==> src/rtl/cic_interp_if.sv <==
// Stream/handshake bundle for cic_interp.
// The sticky clip flag 'sat' exists only when CIC_INTERP_SAT_EN is defined.
interface cic_interp_if #(
    parameter int BITS = 8
);
    logic                   in_valid;
    logic                   in_ready;
    logic signed [BITS-1:0] x_in;
    logic                   out_tick;
    logic signed [15:0]     x_out;
    logic                   out_valid;
    logic                   underrun;
`ifdef CIC_INTERP_SAT_EN
    logic                   sat;
`endif

    modport master (
        output in_valid, output x_in, output out_tick,
        input  in_ready, input  x_out, input  out_valid, input underrun
`ifdef CIC_INTERP_SAT_EN
        , input sat
`endif
    );

    modport slave (
        input  in_valid, input  x_in, input  out_tick,
        output in_ready, output x_out, output out_valid, output underrun
`ifdef CIC_INTERP_SAT_EN
        , output sat
`endif
    );
endinterface

==> src/rtl/cic_interp.sv <==
// CIC interpolator: low-rate comb section, zero-stuff by INTERP, high-rate integrators paced by out_tick.
// Optional feature macro CIC_INTERP_SAT_EN: saturate x_out to 16-bit signed range and raise sticky 'sat'.
module cic_interp #(
    parameter int BITS      = 8,
    parameter int INTERP    = 8,
    parameter int STAGES    = 3,
    parameter int WIDTH     = 17,
    parameter int OUT_SHIFT = 0
) (
    input  logic       CLK,
    input  logic       RST,
    cic_interp_if.slave bus
);
    localparam int PW = (INTERP > 1) ? $clog2(INTERP) : 1;
    localparam logic [PW-1:0] LAST_PHASE = PW'(INTERP - 1);

    typedef logic signed [WIDTH-1:0] acc_t;

    logic               full_q, full_d;
    acc_t               held_q, held_d;
    logic [PW-1:0]      phase_q, phase_d;
    acc_t               delay_q [STAGES];
    acc_t               delay_d [STAGES];
    acc_t               integ_q [STAGES];
    acc_t               integ_d [STAGES];
    logic signed [15:0] xOut_q, xOut_d;
    logic               outValid_q, outValid_d;
    logic               consume;
    acc_t               combTap [STAGES];
    acc_t               combOut;
`ifdef CIC_INTERP_SAT_EN
    localparam acc_t SAT_MAX = acc_t'(32767);
    localparam acc_t SAT_MIN = acc_t'(-32768);
    logic               sat_q, sat_d;
    acc_t               shifted;

    assign shifted = integ_q[STAGES-1] >>> OUT_SHIFT;
    assign bus.sat = sat_q;
`endif

    assign consume       = bus.out_tick && (phase_q == '0);
    assign bus.in_ready  = !full_q;
    assign bus.underrun  = consume && !full_q && !RST;
    assign bus.x_out     = xOut_q;
    assign bus.out_valid = outValid_q;

    // Comb chain: a starved consume feeds zero, which keeps the decay well defined.
    always_comb begin
        acc_t c;
        c = full_q ? held_q : '0;
        for (int k = 0; k < STAGES; k++) begin
            combTap[k] = c;
            c = c - delay_q[k];
        end
        combOut = c;
    end

    always_comb begin
        full_d     = full_q;
        held_d     = held_q;
        phase_d    = phase_q;
        delay_d    = delay_q;
        integ_d    = integ_q;
        xOut_d     = xOut_q;
        outValid_d = 1'b0;
`ifdef CIC_INTERP_SAT_EN
        sat_d      = sat_q;
`endif
        if (bus.out_tick) begin
            phase_d    = (phase_q == LAST_PHASE) ? '0 : phase_q + 1'b1;
            integ_d[0] = integ_q[0] + (consume ? combOut : '0);
            for (int k = 1; k < STAGES; k++) begin
                integ_d[k] = integ_q[k] + integ_q[k-1];
            end
            outValid_d = 1'b1;
`ifdef CIC_INTERP_SAT_EN
            if (shifted > SAT_MAX) begin
                xOut_d = 16'sh7fff;
                sat_d  = 1'b1;
            end else if (shifted < SAT_MIN) begin
                xOut_d = 16'sh8000;
                sat_d  = 1'b1;
            end else begin
                xOut_d = shifted[15:0];
            end
`else
            xOut_d = 16'(integ_q[STAGES-1] >>> OUT_SHIFT);
`endif
        end
        // Consume is applied before capture so a starved consume never swallows a same-cycle capture.
        if (consume) begin
            full_d = 1'b0;
            for (int k = 0; k < STAGES; k++) begin
                delay_d[k] = combTap[k];
            end
        end
        if (bus.in_valid && !full_q) begin
            full_d = 1'b1;
            held_d = {{(WIDTH-BITS){bus.x_in[BITS-1]}}, bus.x_in};
        end
    end

    always_ff @(posedge CLK) begin
        if (RST) begin
            full_q     <= 1'b0;
            held_q     <= '0;
            phase_q    <= '0;
            xOut_q     <= '0;
            outValid_q <= 1'b0;
            for (int k = 0; k < STAGES; k++) begin
                delay_q[k] <= '0;
                integ_q[k] <= '0;
            end
`ifdef CIC_INTERP_SAT_EN
            sat_q      <= 1'b0;
`endif
        end else begin
            full_q     <= full_d;
            held_q     <= held_d;
            phase_q    <= phase_d;
            xOut_q     <= xOut_d;
            outValid_q <= outValid_d;
            delay_q    <= delay_d;
            integ_q    <= integ_d;
`ifdef CIC_INTERP_SAT_EN
            sat_q      <= sat_d;
`endif
        end
    end
endmodule
==> src/flat_wrapper.sv <==
// flat-port wrapper written by rule: the top's interface ports become plain ports
module cic_interp_flat 
#(
    parameter int BITS      = 8,
    parameter int INTERP    = 8,
    parameter int STAGES    = 3,
    parameter int WIDTH     = 17,
    parameter int OUT_SHIFT = 0
)
  (CLK, RST, bus_in_valid, bus_x_in, bus_out_tick, bus_in_ready, bus_x_out, bus_out_valid, bus_underrun);
  cic_interp_if #(.BITS(BITS)) bus_i ();
  input  logic CLK;
  input  logic RST;
  input wire logic [$bits(bus_i.in_valid)-1:0] bus_in_valid;
  input wire logic [$bits(bus_i.x_in)-1:0] bus_x_in;
  input wire logic [$bits(bus_i.out_tick)-1:0] bus_out_tick;
  output wire logic [$bits(bus_i.in_ready)-1:0] bus_in_ready;
  output wire logic [$bits(bus_i.x_out)-1:0] bus_x_out;
  output wire logic [$bits(bus_i.out_valid)-1:0] bus_out_valid;
  output wire logic [$bits(bus_i.underrun)-1:0] bus_underrun;
  assign bus_i.in_valid = bus_in_valid;
  assign bus_i.x_in = bus_x_in;
  assign bus_i.out_tick = bus_out_tick;
  assign bus_in_ready = bus_i.in_ready;
  assign bus_x_out = bus_i.x_out;
  assign bus_out_valid = bus_i.out_valid;
  assign bus_underrun = bus_i.underrun;
  cic_interp #(.BITS(BITS), .INTERP(INTERP), .STAGES(STAGES), .WIDTH(WIDTH), .OUT_SHIFT(OUT_SHIFT)) u_core (.CLK(CLK), .RST(RST), .bus(bus_i));
endmodule
==> config.mk <==
export PLATFORM = sky130hd
export DESIGN_NAME = cic_interp_flat
export DESIGN_NICKNAME = d
export VERILOG_FILES = /design/src/rtl/cic_interp_if.sv /design/src/rtl/cic_interp.sv /design/src/flat_wrapper.sv
export SDC_FILE = /design/constraint.sdc
export NUM_CORES = 1
export LEC_CHECK = 0
export BUFFER_PORTS_ARGS = -buffer_cell sky130_fd_sc_hd__buf_2
export CORE_ASPECT_RATIO = 1.75
export CORE_MARGIN = 3
export CORE_UTILIZATION = 63
export CTS_CLUSTER_SIZE = 16
export DETAILED_ROUTE_END_ITERATION = 7
export PLACE_DENSITY = 0.81
export SLEW_MARGIN = 20
export SYNTH_ARGS = -nofsm -noshare
export SYNTH_HDL_FRONTEND = slang
export SYNTH_SLANG_ARGS = --single-unit
export TNS_END_PERCENT = 20
==> constraint.sdc <==
create_clock -name CLK -period 8.4 [get_ports CLK]
set_clock_uncertainty 0.2 [all_clocks]
set_input_delay 0.42 -clock CLK [delete_from_list [all_inputs] [get_ports CLK]]
set_output_delay 0.42 -clock CLK [all_outputs]
set_load 0.05 [all_outputs]
==> impl_metrics.ini <==
[synthesis]
synthFlopType = dfxtp_1
synth_area_mm2 = 0.00780
ys_async_sr_fraction = 0
syn_inst = 942
ys_ff_latch = 117
synth-seq-area-share = 0.300
synth_edf_count = 0
syn_avg_cell_area_um2 = 8.29
syn_nets = 1049
yosys.cell_types.count = 56
yosys_warnings = 0

[clocking]
post_cts_buffers = 0
cts_buffer_depth = 2
post_cts_resized = 0
h-tree-depth = 4
clk_latency_ps = 420
cts_sinks = 117
cts.clk_slew.worst_paths_ps = 60
cts_root_buf = clkbuf_16
cts_tree = done
cts_buffers = 17
hold_buffers = 0

[die]
die_y_um = 153
initial_core_util = 0.647
fp.dieW_um = 90.1
die_area_mm2 = 0.0138
core_mm2 = 0.0121
io_pins = 31
core.rowCount = 53

[route]
wl_per_cell_um = 13.3
vias = 6416
ant_nets = 0
drtIter0Drc = 195
wl_um = 15100
firstDrtPassIters = 4
via_per_inst = 5.64
drc = 0

[worst_setup_path]
rr_endpoint = u_core.integ_q[49]
cp-start-kind = register
cp_data_arrival_time_ps = 7130
reg2reg_slack_ps = 1380
required_ps = 8510
crit_path_end_kind = register
worst-path-stages = 30
r2r_start = u_core.full_q
crit_buf_inv = 1
cp_common_cell = ha_1
cpLargestDelayFamily = compound AO/OA/AOI/OAI gates
cp_slowest_stage_delay_ps = 520
worstRegToRegCells = 30
slowest_stage = dfxtp_1
path_class = reg2reg
cp_max_fo = 13

[place]
pre_cts_slack_ps = 1400
dpl-instance-area_mm2 = 0.00806
dpl.hpwl_um = 10800
gp_congestion = 0.806
numPortBuffers = 30

[sta]
final-max-slew-violation-count = 0
maxSlewHeadroom = 0.480
max_freq_mhz = 143
tightest_slew_ps = 780
fin_crit_sh = 0.835
hold_violations = 0
hold_ws_ps = 36.9
setup_tns_ps = 0
grt_setup_unrepaired = no
finalSetupViolations = 0
worst_slack_ps = 1380
post-route-min-period_ps = 7020

[global_route]
grt_usage = 0.232
overflow = 0
grt_antenna_before_repair = 0
grt_max_degree = 71
grt_pass1_vias = 6574
grt_pass1_wl_um = 26800

[final_layout]
syn_to_final_growth_pct = 11.1
drive_above_1_share = 0.0874
final_cell_mix = 117 x nor2_1, 117 x dfxtp_1, 90 x nand2_1, 88 x ha_1, 73 x a21oi_1
fin_nets = 1067
stdcell_area_mm2 = 0.00867
n_antenna_cell = 0

[worst_hold_path]
hold_end = u_core.held_q[2]
hold_path.class = in2reg
worst_hold_startpoint = bus_x_in[2]
whs_path_depth = 3

[power_and_ir_drop]
peakVddDrop_v = 0.000221
power_leakage_nw = 3.92
p_per_area_mw_per_mm2 = 315

[run_status]
status = finished clean

[run]
cap_violations = 0
## routing by layer
layer / vias to the layer above / GRT usage / share of wire
li1: 3286 / - / -
met1: 2996 / 0.214 / 0.38
met2: 84 / 0.467 / 0.56
met3: 50 / 0.0487 / 0.021
met4: 0 / 0.115 / 0.032
met5: - / 0 / 0
## metrics by stage
| stage | cells | total power [mW] | utilization |
|---|---|---|---|
| after floorplan | 942 | 1.77 | - |
| after global placement | 1106 | 1.94 | 0.668 |
| after detailed placement | 1106 | 1.98 | 0.668 |
| after CTS | 1138 | 2.74 | 0.718 |
| after global routing | 1138 | 2.95 | 0.718 |
| final | 1138 | 2.73 | 0.718 |
## worst reg2reg max path, delay by kind of cell (launching register included)
family                     cells  cell delay (ps)
adders and majority gates      4             1270
DFF                            1              520
AOI/OAI and AO/OA             12             2530
xor gates and xnor gates       3              460
and+or+nand+nor               10             1810
buffers and inverters          1              110
## layout make-up
| class | instances | area (um^2) |
|---|---|---|
| Multi-Input combinational cell | 725 | 5080 |
| Tap cell | 165 | 206 |
| Sequential cell | 117 | 2340 |
| Fill cell | 980 | 3400 |
| Inverter | 65 | 244 |
| Clock inverter | 15 | 181 |
| Clock buffer | 17 | 425 |
| Timing Repair Buffer | 34 | 185 |
## cell usage after synthesis, types with 16 or more instances
cell type  count  area [um^2]
o21ai_0       24          120
xnor2_1       48          420
a21oi_1       73          365
nor2b_1       20          125
inv_1         65          244
nand2_1       90          338
nor3_1        16         80.1
nor2_1       117          439
mux2i_1       57          571
clkbuf_1      32          120
a211oi_1      20          150
dfxtp_1      117         2340
a21o_1        22          165
ha_1          88         1100
## cell families (layout without fill, tap and decap cells)
family | Yosys count | in the layout | synth area share
simple gates | 307 | 307 | 0.180
compound gates | 201 | 201 | 0.165
flops | 117 | 117 | 0.300
buf+inv | 100 | 131 | 0.0486
fa+ha+maj | 95 | 95 | 0.159
xor+xnor | 65 | 65 | 0.0749
mux | 57 | 57 | 0.0731
## sequential cells by signal (all words and copies together) (netlist names)
signal and count:
u_core.full_q 1, u_core.delay_q 40, u_core.integ_q 48, u_core.phase_q 3, u_core.bus.x_out 16, u_core.held_q 8
u_core.bus.out_valid 1
## report_power, final
part | switching (mW) | internal [mW] | total [mW]
Sequential | 0.0589 | 0.636 | 0.695
Combinational | 0.709 | 0.590 | 1.30
Clock | 0.273 | 0.467 | 0.740
Total | 1.04 | 1.69 | 2.73
## how the worst max path moves through the flow
| stage | start | end | slack (ps) |
|---|---|---|---|
| floorplan | u_core.full_q | u_core.integ_q[48] | 1760 |
| global placement | u_core.full_q | u_core.integ_q[48] | 1580 |
| detailed placement | u_core.full_q | u_core.integ_q[49] | 1400 |
| CTS | u_core.full_q | u_core.integ_q[49] | 1380 |
| global route | u_core.full_q | u_core.integ_q[49] | 850 |
| finish | u_core.full_q | u_core.integ_q[49] | 1380 |
Note: power is estimated with default switching activity, not from simulation.
